===== src/rtl/apb_master_bridge_pkg.sv =====
// Shared types and defaults for the CPU-to-APB master bridge.
package apb_master_bridge_pkg;

  typedef enum logic [1:0] {
    StIdle   = 2'd0,
    StSetup  = 2'd1,
    StAccess = 2'd2,
    StResp   = 2'd3
  } state_e;

  localparam logic [31:0] DefBaseAddr = 32'h0000_7000;
  localparam logic [31:0] DefAddrMask = 32'hFFFF_F000;
  localparam int unsigned DefTimeout  = 255;
  localparam int unsigned WaitCntW    = 8;

  typedef logic [WaitCntW-1:0] wait_cnt_t;

  function automatic logic addr_in_window(input logic [31:0] addr, input logic [31:0] mask,
                                          input logic [31:0] base);
    return (addr & mask) == base;
  endfunction

endpackage


===== src/rtl/apb_timeout_cnt.sv =====
// ACCESS-phase wait counter; flags the stalled cycle that would reach TIMEOUT.
module apb_timeout_cnt
  import apb_master_bridge_pkg::*;
#(
  parameter int unsigned TIMEOUT = DefTimeout
) (
  input  logic clk,
  input  logic rst,
  input  logic clr,
  input  logic en,
  output logic expired
);

  localparam wait_cnt_t LastCnt = wait_cnt_t'(TIMEOUT - 1);

  wait_cnt_t cnt_q;

  always_ff @(posedge clk) begin
    if (rst || clr) begin
      cnt_q <= '0;
    end else if (en) begin
      cnt_q <= cnt_q + wait_cnt_t'(1);
    end
  end

  // Asserted during the stalled cycle whose increment makes the count equal TIMEOUT.
  assign expired = en && (cnt_q == LastCnt);

endmodule


===== src/rtl/apb_master_bridge.sv =====
// Single-outstanding CPU request to APB master bridge with address window and timeout.
module apb_master_bridge
  import apb_master_bridge_pkg::*;
#(
  parameter logic [31:0] BASE_ADDR = DefBaseAddr,
  parameter logic [31:0] ADDR_MASK = DefAddrMask,
  parameter int unsigned TIMEOUT   = DefTimeout
) (
  input  logic        clk,
  input  logic        rst,
  input  logic        req_vld,
  output logic        req_rdy,
  input  logic        req_we,
  input  logic [31:0] req_addr,
  input  logic [31:0] req_wdata,
  output logic        rsp_vld,
  input  logic        rsp_rdy,
  output logic [31:0] rsp_rdata,
  output logic        rsp_err,
  output logic        PSEL,
  output logic        PENABLE,
  output logic        PWRITE,
  output logic [31:0] PADDR,
  output logic [31:0] PWDATA,
  input  logic        PREADY,
  input  logic        PSLVERR,
  input  logic [31:0] PRDATA
);

  state_e state_q;
  logic   expired;

  apb_timeout_cnt #(
    .TIMEOUT(TIMEOUT)
  ) u_timeout_cnt (
    .clk    (clk),
    .rst    (rst),
    .clr    (state_q == StSetup),
    .en     ((state_q == StAccess) && !PREADY),
    .expired(expired)
  );

  always_ff @(posedge clk) begin
    if (rst) begin
      state_q   <= StIdle;
      req_rdy   <= 1'b1;
      rsp_vld   <= 1'b0;
      rsp_err   <= 1'b0;
      rsp_rdata <= '0;
      PSEL      <= 1'b0;
      PENABLE   <= 1'b0;
      PWRITE    <= 1'b0;
      PADDR     <= '0;
      PWDATA    <= '0;
    end else begin
      unique case (state_q)
        StIdle: begin
          if (req_vld) begin
            // The APB address/data registers double as the held request copy.
            PWRITE  <= req_we;
            PADDR   <= req_addr;
            PWDATA  <= req_wdata;
            req_rdy <= 1'b0;
            if (addr_in_window(req_addr, ADDR_MASK, BASE_ADDR)) begin
              state_q <= StSetup;
              PSEL    <= 1'b1;
            end else begin
              state_q   <= StResp;
              rsp_vld   <= 1'b1;
              rsp_err   <= 1'b1;
              rsp_rdata <= '0;
            end
          end
        end
        StSetup: begin
          state_q <= StAccess;
          PENABLE <= 1'b1;
        end
        StAccess: begin
          if (PREADY || expired) begin
            state_q   <= StResp;
            PSEL      <= 1'b0;
            PENABLE   <= 1'b0;
            rsp_vld   <= 1'b1;
            rsp_err   <= PREADY ? PSLVERR : 1'b1;
            rsp_rdata <= (PREADY && !PWRITE) ? PRDATA : '0;
          end
        end
        StResp: begin
          if (rsp_rdy) begin
            state_q <= StIdle;
            rsp_vld <= 1'b0;
            req_rdy <= 1'b1;
          end
        end
        default: state_q <= StIdle;
      endcase
    end
  end

endmodule

===== config.mk =====
export PLATFORM = sky130hd
export DESIGN_NAME = apb_master_bridge
export DESIGN_NICKNAME = d
export VERILOG_FILES = /design/src/rtl/apb_master_bridge_pkg.sv /design/src/rtl/apb_timeout_cnt.sv /design/src/rtl/apb_master_bridge.sv
export SDC_FILE = /design/constraint.sdc
export NUM_CORES = 1
export LEC_CHECK = 0
export BUFFER_PORTS_ARGS = -buffer_cell sky130_fd_sc_hd__buf_4
export CAP_MARGIN = 15
export CELL_PAD_IN_SITES_DETAIL_PLACEMENT = 0
export CELL_PAD_IN_SITES_GLOBAL_PLACEMENT = 1
export CORE_UTILIZATION = 32
export CTS_CLUSTER_DIAMETER = 50
export CTS_CLUSTER_SIZE = 16
export DETAILED_ROUTE_END_ITERATION = 6
export MAX_ROUTING_LAYER = met4
export PLACE_DENSITY_LB_ADDON = 0.1
export SETUP_SLACK_MARGIN = 0.1
export SYNTH_ARGS = -nofsm -noshare
export SYNTH_HDL_FRONTEND = slang
export SYNTH_SLANG_ARGS = --single-unit

===== constraint.sdc =====
create_clock -name clk -period 2.2 [get_ports clk]
set_clock_uncertainty 0.1 [all_clocks]
set_input_delay 0.44 -clock clk [delete_from_list [all_inputs] [get_ports clk]]
set_output_delay 0.44 -clock clk [all_outputs]
set_load 0.005 [all_outputs]

==> Word-level counts from Yosys, hierarchy flattened <==
Cells that the tools add are included.
{ "word_totals": {"reg_bits": 112, "latch_bits": 0, "mem_bits_rw": 0, "rom_bits": 0, "out_inout_bits": 102, "n_memories": 0} }
{ "classes": {"n_addsub": 1, "mul": 0, "div": 0, "n_lt_le_gt_ge": 0, "n_eq_ne": 10, "n_shift": 0, "mux": 26, "bitwise": 0, "n_reduce_logical": 19} }
{ "ops": {"columns": ["operator", "n"], "rows": [
  ["$mux W32", 4],
  ["$pmux W32 S2", 1],
  ["$eq A20 B3 Y1 const B", 1],
  ["$mux W1", 11],
  ["$add A8 B1 Y8 const B", 1],
  ["$eq A8 B8 Y1 const B", 1],
  ["$mux W2", 4],
  ["$ne A2 B2 Y1 const B", 4],
  ["$pmux W1 S2", 4],
  ["$pmux W2 S4", 1],
  ["$reduce_and A4 Y1", 2],
  ["$reduce_and A3 Y1", 2],
  ["$reduce_bool A2 Y1", 3],
  ["$reduce_and A5 Y1", 1],
  ["$eq A2 B2 Y1 const B", 2],
  ["$reduce_and A2 Y1", 2],
  ["$logic_and A1 B1 Y1", 3],
  ["$pmux W1 S3", 1],
  ["$reduce_bool A3 Y1", 1],
  ["$eq A2 B1 Y1 const B", 1],
  ["$logic_not A1 Y1", 2],
  ["$logic_not A2 Y1", 1],
  ["$logic_or A1 B1 Y1", 2],
  ["$ne A2 B1 Y1 const B", 1]
]} }

==> Longest topological paths before layout <==
Gate-level depths: netlist of the first run.
{ "logic_depth": {"ltp_word": 6, "ltp_mapped": 10} }

==> Hierarchy <==
A second synthesis of the first run with hierarchy kept.
{ "unflattened": {"cells_unflattened": 524, "hier_area_um2": 4312.9} }
{ "by_module_without_submodules": {"columns": ["mod", "instances", "cells_per_inst", "area_per_inst_um2"], "rows": [
  ["apb_master_bridge", 1, 482, 3943.8],
  ["apb_timeout_cnt", 1, 42, 369.1]
]} }

==> Worst setup path after synthesis of the first run <==
Ideal clock, no wire load.
{ "synth_path": {"kind": "input to register", "from": "in req_addr[20]", "to": "reg rsp_rdata[0]", "arrival_time_ns": 1.763, "path_slack_ns": 0.210, "path_stages": 7, "cell_sequence": "or4_4 nor3_4 a311oi_2 buf_6 buf_6 nand3_1 o21ai_1"} }
{ "synth_via": {"elab_chain_len": 3} }
{ "synth_rtl": {"columns": ["element", "line_no", "text"], "rows": [
  ["start: declaration", "apb_master_bridge.sv:14", "input logic [31:0] req_addr,"],
  ["$eq A20 B3 Y1", "apb_master_bridge_pkg.sv:20", "return (addr & mask) == base;"],
  ["$ne A2 B2 Y1 (no line)", null, null],
  ["$reduce_and A4 Y1 (no line)", null, null],
  ["end signal: assignment", "apb_master_bridge.sv:86", "rsp_rdata <= (PREADY && !PWRITE) ? PRDATA : '0;"],
  ["end: declaration", "apb_master_bridge.sv:18", "output logic [31:0] rsp_rdata,"]
]} }
No other way between the ends.
A chain may end at the register's enable or synchronous reset.

==> Final worst setup path of the first run <==
{ "layout_path": {"from": "reg u_timeout_cnt.cnt_q[2]", "to": "reg rsp_rdata[7]"} }
{ "layout_via": {"elab_chain_len": 5} }
{ "layout_rtl": {"columns": ["element", "line_no", "text"], "rows": [
  ["start: declaration", "apb_timeout_cnt.sv:16", "wait_cnt_t cnt_q;"],
  ["start signal: assignment", "apb_timeout_cnt.sv:22", "cnt_q <= cnt_q + wait_cnt_t'(1);"],
  ["$eq A8 B8 Y1", "apb_timeout_cnt.sv:27", "assign expired = en && (cnt_q == LastCnt);"],
  ["$logic_and A1 B1 Y1", "apb_timeout_cnt.sv:27", null],
  ["$logic_or A1 B1 Y1", "apb_master_bridge.sv:80", "if (PREADY || expired) begin"],
  ["$ne A2 B1 Y1 (no line)", null, null],
  ["$reduce_and A4 Y1 (no line)", null, null]
]} }
No other way between the ends.

==> flow_metrics.py, run 1 <==
metrics = {
    "status": {
        "outcome": "completed",
    },
    "detailed_routing": {
        "wl_um": 12500,
        "drt_iter0_drc": 222,
        "drt_pass1_iterations": 4,
        "drt-wirelength-per-cell_um": 14.0,
        "drtAntennaViolNets": 0,
        "drc": 0,
        "vias_per_cell": 4.61,
        "vias": 4113,
    },
    "grt": {
        "grt_pass1_wl_um": 19000,
        "grt_pass1_vias": 3855,
        "grt_start_max_net_pins": 66,
        "antenna_found_initial": 0,
        "grt_util_all_layers_pct": 18.9,
        "grt-ovfl-total": 0,
    },
    "worst_setup_path": {
        "worstPathArrival_ns": 2.14,
        "worst_ep_required_time_ns": 2.34,
        "setup.worst_path.class": "flop to flop",
        "end_kind": "flop",
        "crit_fanout": 20,
        "worstRegToRegCells": 6,
        "start_kind": "flop",
    },
    "placement": {
        "port-buffer-count": 204,
        "place_hpwl_um": 8690,
        "place_ws_ns": 0.0354,
        "place_congestion": 0.775,
    },
    "clock_network": {
        "numCtsBuffers": 9,
        "clock-root-buffer": "clkbuf_16",
        "cts_tree": "built",
        "clk_pin_slew_ns": 0.07,
        "cts_sinks": 112,
        "clock_path_buffers": 2,
        "clock_latency_ns": 0.35,
        "cts_hold_buf": 0,
        "h-tree-depth": 3,
    },
    "floorplanning": {
        "die-area_um2": 13600,
        "floorplan.initialDensity_pct": 33.2,
        "die_h_um": 117,
        "fp.coreArea_um2": 12700,
        "ios": 205,
        "core.rowCount": 41,
        "die_w_um": 117,
    },
    "power": {
        "p_seq_share_pct": 41.3,
        "leakagePower_nw": 2.72,
        "totalPowerFinal_mw": 6.09,
        "switchingPower_mw": 1.96,
        "intPower_mw": 4.13,
        "switching_share_pct": 32.2,
        "p_per_area_nw_per_um2": 970,
        "clockPowerShare_pct": 24.4,
        "p_comb_share_pct": 34.3,
        "vdd_ir_drop_max_v": 0.000369,
    },
    "synthesis": {
        "synth_warnings": 0,
        "synthFlopType": "dfxtp_1",
        "synth_top_area_share_pct": 53.2,
        "synth-seq-area-share_pct": 53.2,
        "synth_area_um2": 4220,
        "ys_top_cells_by_area": "dfxtp_1, nand2_1, a21oi_1",
        "synth_top_area_cell": "dfxtp_1",
        "synth_edf_count": 0,
        "netlist_instances": 522,
        "synthArstFlopShare_pct": 0,
        "ys_types": 39,
        "yosys.cell_count.top_type": "nand2_1",
        "ys_seq_elements": 112,
        "synth_nets": 632,
        "synthTopCellsByCount": "nand2_1, dfxtp_1, a21oi_1",
        "synth.avg_cell_area_um2": 8.08,
    },
    "sta": {
        "worst_slew_pin_slew_ns": 0.694,
        "whs_ns": 0.206,
        "final-hold-violation-count": 0,
        "period_needed_ns": 2.00,
        "rsz0062_at_grt": "no",
        "fmax_mhz": 499,
        "drv_slew": 0,
        "maxSlewHeadroom_pct": 53.7,
        "finalCritPeriodShare_pct": 91.0,
        "setup_viol": 0,
        "finalWorstSetupSlack_ns": 0.197,
        "tns_ns": 0,
    },
    "finish": {
        "syn_to_final_growth_pct": 48.9,
        "drive_above_1_share_pct": 34.0,
        "final_nets": 828,
        "antennaDiodeCount": 0,
        "fillers": 1290,
    },
    "worst_hold_path": {
        "holdPathStages": 3,
        "hold_class": "input port to flop",
    },
    "flow_run": {
        "maxCapViolCount": 0,
    },
}
## routing by layer
metal	part of all wire (%)	vias to the layer above	GRT usage (%)
met3	8.5	15	5.82
met5	0	-	-
met4	2.1	0	8.35
li1	-	2117	-
met2	46	150	29.1
met1	44	1831	22.7
## worst max-delay path: stages, from the launching register on
cell and delay (ns):
dfxtp_1 0.42, nand4_1 0.25, o21a_1 0.31, a311oi_4 0.27, buf_6 0.17, bufbuf_16 0.29, o21ai_1 0.08
## final timing paths
check        slack [ns]                                start                         end
max reg2reg        0.20  u_timeout_cnt.cnt_q[2]$_SDFFE_PP0P_   rsp_rdata[7]$_SDFFE_PP0P_
max                0.20  u_timeout_cnt.cnt_q[2]$_SDFFE_PP0P_   rsp_rdata[7]$_SDFFE_PP0P_
min reg2reg        0.35            rsp_rdata[2]$_SDFFE_PP0P_   rsp_rdata[2]$_SDFFE_PP0P_
min                0.21                           PRDATA[21]  rsp_rdata[21]$_SDFFE_PP0P_
## sequential cells by signal, summed over array words and instances (netlist names), 2 cells and up
name,cells
PADDR,32
PWDATA,32
u_timeout_cnt.cnt_q,8
rsp_rdata,32
state_q,2
## stage by stage
step | cell area [um2] | cells | util (%)
CTS | 6240 | 890 | 49.1
detailed placement | 5940 | 874 | 46.7
global placement | 5940 | 874 | 46.7
floorplan | 4220 | 522 | -
finish | 6280 | 893 | 49.4
global route | 6280 | 893 | 49.4
## power by group through the flow
| stage | sequential, mW | clock (mW) | combinational (mW) |
|---|---|---|---|
| global route | 2.56 | 1.61 | 2.32 |
| finish | 2.52 | 1.48 | 2.09 |
| detailed placement | 2.56 | 0 | 1.98 |
| CTS | 2.52 | 1.54 | 2.10 |
| global placement | 2.54 | 0 | 1.96 |
| floorplan | 2.56 | 0 | 1.06 |
## what timing repair did
item,in CTS,in global routing
cloned,1,0
setup endpoints to repair,1,25
gates resized for setup,1,4
pin swaps,1,2
setup buffers,1,3
## area by class of cell
cell class	instances	area [um2]	share of cell area [%]
inverters	7	26.3	0.418
clock inverters	1	5.00	0.0797
clock buffers	13	250	3.98
well taps	172	215	3.43
flip-flops and latches	112	2240	35.7
multi-input cells	366	1810	28.8
repair buffers	222	1730	27.6
## cell usage in the layout, fill, tap and decap left out, types with 2 or more instances in the layout
cell / Yosys / final
dfxtp_1: 112 / 112
o21ai_1: 29 / 29
buf_4: 0 / 217
inv_1: 6 / 5
ha_1: 7 / 6
nand2_1: 166 / 165
nand4_1: 3 / 3
xor2_1: 5 / 5
buf_12: 0 / 3
nor2_1: 15 / 15
clkbuf_16: 0 / 9
or4_1: 3 / 3
nor2b_1: 2 / 2
a211oi_1: 2 / 2
o21ai_0: 7 / 7
nand3_1: 34 / 34
clkbuf_1: 26 / 3
a21oi_1: 71 / 70
## cell families after synthesis
kind of cell	synth area share (%)
muxes	0.237
DFF	53.2
buffers and inverters	4.81
and+or+nand+nor	23.3
AOI/OAI and AO/OA	15.2
xor gates and xnor gates	1.25
adders and majority gates	2.08
Power figures use the tool's default switching activity.
==> inputs of run 2 (changes only) <==
==> constraint.sdc (replaced) <==
create_clock -name clk -period 1.9 [get_ports clk]
set_clock_uncertainty 0.1 [all_clocks]
set_input_delay 0.38 -clock clk [delete_from_list [all_inputs] [get_ports clk]]
set_output_delay 0.38 -clock clk [all_outputs]
set_load 0.005 [all_outputs]
==> flow_metrics.py, run 2 (same netlist as run 1, synthesis figures left out) <==
metrics = {
    "sta": {
        "finalWorstSetupSlack_ns": 0.0491,
        "period_needed_ns": 1.85,
        "finalCritPeriodShare_pct": 97.4,
        "fmax_mhz": 540,
        "worst_slew_pin_slew_ns": 0.651,
        "drv_slew": 0,
        "setup_viol": 0,
        "rsz0062_at_grt": "yes",
        "maxSlewHeadroom_pct": 56.6,
        "final-hold-violation-count": 0,
    },
    "finish": {
        "layout_common_cells": "buf_4, nand2_1, dfxtp_1",
        "layout_commonest_cell": "buf_4",
        "seqCellArea_um2": 2250,
        "multi_input_area_um2": 1980,
        "final_area_um2": 6760,
        "drive_above_1_share_pct": 40.8,
        "final_util_pct": 53.1,
        "final_nets": 846,
        "stdcell_count": 912,
        "antennaDiodeCount": 0,
        "largestRegisters": "PADDR (32), PWDATA (32), rsp_rdata (32)",
        "syn_to_final_growth_pct": 60.3,
        "fillers": 1233,
    },
    "worst_setup_path": {
        "crit_fanout": 7,
        "start_kind": "flop",
        "setup.worst_path.class": "flop to flop",
        "worstRegToRegCells": 10,
        "worst_path_max_delay_cell": "dfxtp_2",
        "cpPeakStageDelay_ns": 0.32,
        "worst_ep_required_time_ns": 2.09,
        "end_kind": "flop",
        "crit_chain": "inv_2 -> ha_4 -> nand3_4 -> o21a_4 -> a311oi_4 -> buf_6 -> buf_12 -> clkbuf_16 -> nand3_2 -> o21ai_1",
        "worstPathArrival_ns": 2.04,
    },
    "status": {
        "outcome": "completed",
    },
    "placement": {
        "place_hpwl_um": 8670,
        "place_ws_ns": -0.201,
        "place_congestion": 0.761,
        "port-buffer-count": 204,
        "dpl_cell_area_um2": 6040,
        "numPlacedInstances": 887,
    },
    "clock_network": {
        "clock_path_buffers": 2,
        "cts_tree": "built",
        "numCtsBuffers": 9,
        "clock-root-buffer": "clkbuf_16",
        "h-tree-depth": 3,
        "cts_hold_buf": 0,
        "cts_sinks": 112,
        "clock_latency_ns": 0.36,
        "clk_pin_slew_ns": 0.07,
    },
    "detailed_routing": {
        "drt-wirelength-per-cell_um": 14.3,
        "vias_per_cell": 4.67,
        "drt_iter0_drc": 199,
        "vias": 4256,
        "wl_um": 13000,
        "drc": 0,
        "drt_pass1_iterations": 4,
        "drtAntennaViolNets": 0,
    },
    "flow_run": {
        "maxCapViolCount": 0,
    },
    "grt": {
        "grt-ovfl-total": 0,
        "grt_start_max_net_pins": 66,
        "grt_util_all_layers_pct": 19.1,
        "grt_pass1_vias": 3954,
        "antenna_found_initial": 0,
        "grt_pass1_wl_um": 19400,
    },
    "floorplanning": {
        "floorplan.initialDensity_pct": 33.2,
        "die_w_um": 117,
        "ios": 205,
        "die_h_um": 117,
        "fp.coreArea_um2": 12700,
        "die-area_um2": 13600,
        "core.rowCount": 41,
    },
    "power": {
        "p_per_area_nw_per_um2": 1180,
        "leakagePower_nw": 2.89,
        "vdd_ir_drop_max_v": 0.000779,
        "totalPowerFinal_mw": 7.96,
    },
    "worst_hold_path": {
        "hold_class": "input port to flop",
        "holdPathStages": 3,
    },
}
-- run 2: cell types whose count changed in the layout (fill, tap and decap cells not counted), sizes merged --
cell	before	now
bufbuf	1	0
bufinv	0	1
buf	221	237
clkbuf	13	15
clkinv	2	3
-- run 2: path summary, 6_finish.rpt --
kind | startpoint | end | slack (ns)
setup reg to reg | u_timeout_cnt.cnt_q[0]$_SDFFE_PP0P_ | rsp_rdata[21]$_SDFFE_PP0P_ | 0.05
hold / removal | PRDATA[24] | rsp_rdata[24]$_SDFFE_PP0P_ | 0.14
hold reg to reg | rsp_rdata[0]$_SDFFE_PP0P_ | rsp_rdata[0]$_SDFFE_PP0P_ | 0.35
setup / recovery | u_timeout_cnt.cnt_q[0]$_SDFFE_PP0P_ | rsp_rdata[21]$_SDFFE_PP0P_ | 0.05
-- run 2: cell type report --
class	instances	area share [%]
Sequential cell	112	33.3
Multi-Input combinational cell	366	29.3
Inverter	7	0.389
Tap cell	172	3.18
Timing Repair Buffer	240	29.3
Clock buffer	12	3.94
Clock inverter	3	0.592
-- run 2: routing by layer --
metal	vias up	track usage (%)	share of wire, %
met4	0	8.35	2.2
met3	21	7.16	8.5
met1	1936	23.0	43
li1	2159	-	-
met2	140	28.5	46
met5	-	-	0
-- run 2: power by group --
part           switching [mW]  internal (mW)  total [mW]
Combinational            1.49           1.58        3.07
Clock                   0.850           1.12        1.97
Sequential              0.208           2.71        2.92
Total                    2.55           5.41        7.96
-- run 2: what timing repair did --
item,4_1_cts,5_1_grt
hold endpoints to repair,0,0
setup buffers,4,0
pin swaps,1,26
setup endpoints to repair,76,103
resized for setup,13,39
gates cloned,2,4
-- run 2: stage by stage --
| step | setup TNS (ns) | hold slack [ns] |
|---|---|---|
| 6_report | 0 | 0.141 |
| 5_1_grt | -0.759 | 0.143 |
| 4_1_cts | 0 | 0.127 |
| 3_5_place_dp | -5.63 | 0.343 |
| 3_3_place_gp | -4.81 | 0.336 |
| 2_1_floorplan | -0.595 | 0.345 |
-- run 2: worst max-delay path: cells and delay by family, from the launching register on --
kind                     cells  cell delay (ns)
AO/OA/AOI/OAI                3             0.58
buffers and inverters        4             0.51
flip-flops                   1             0.32
adder cells (fa/ha/maj)      1             0.14
AND/OR/NAND/NOR              2             0.13
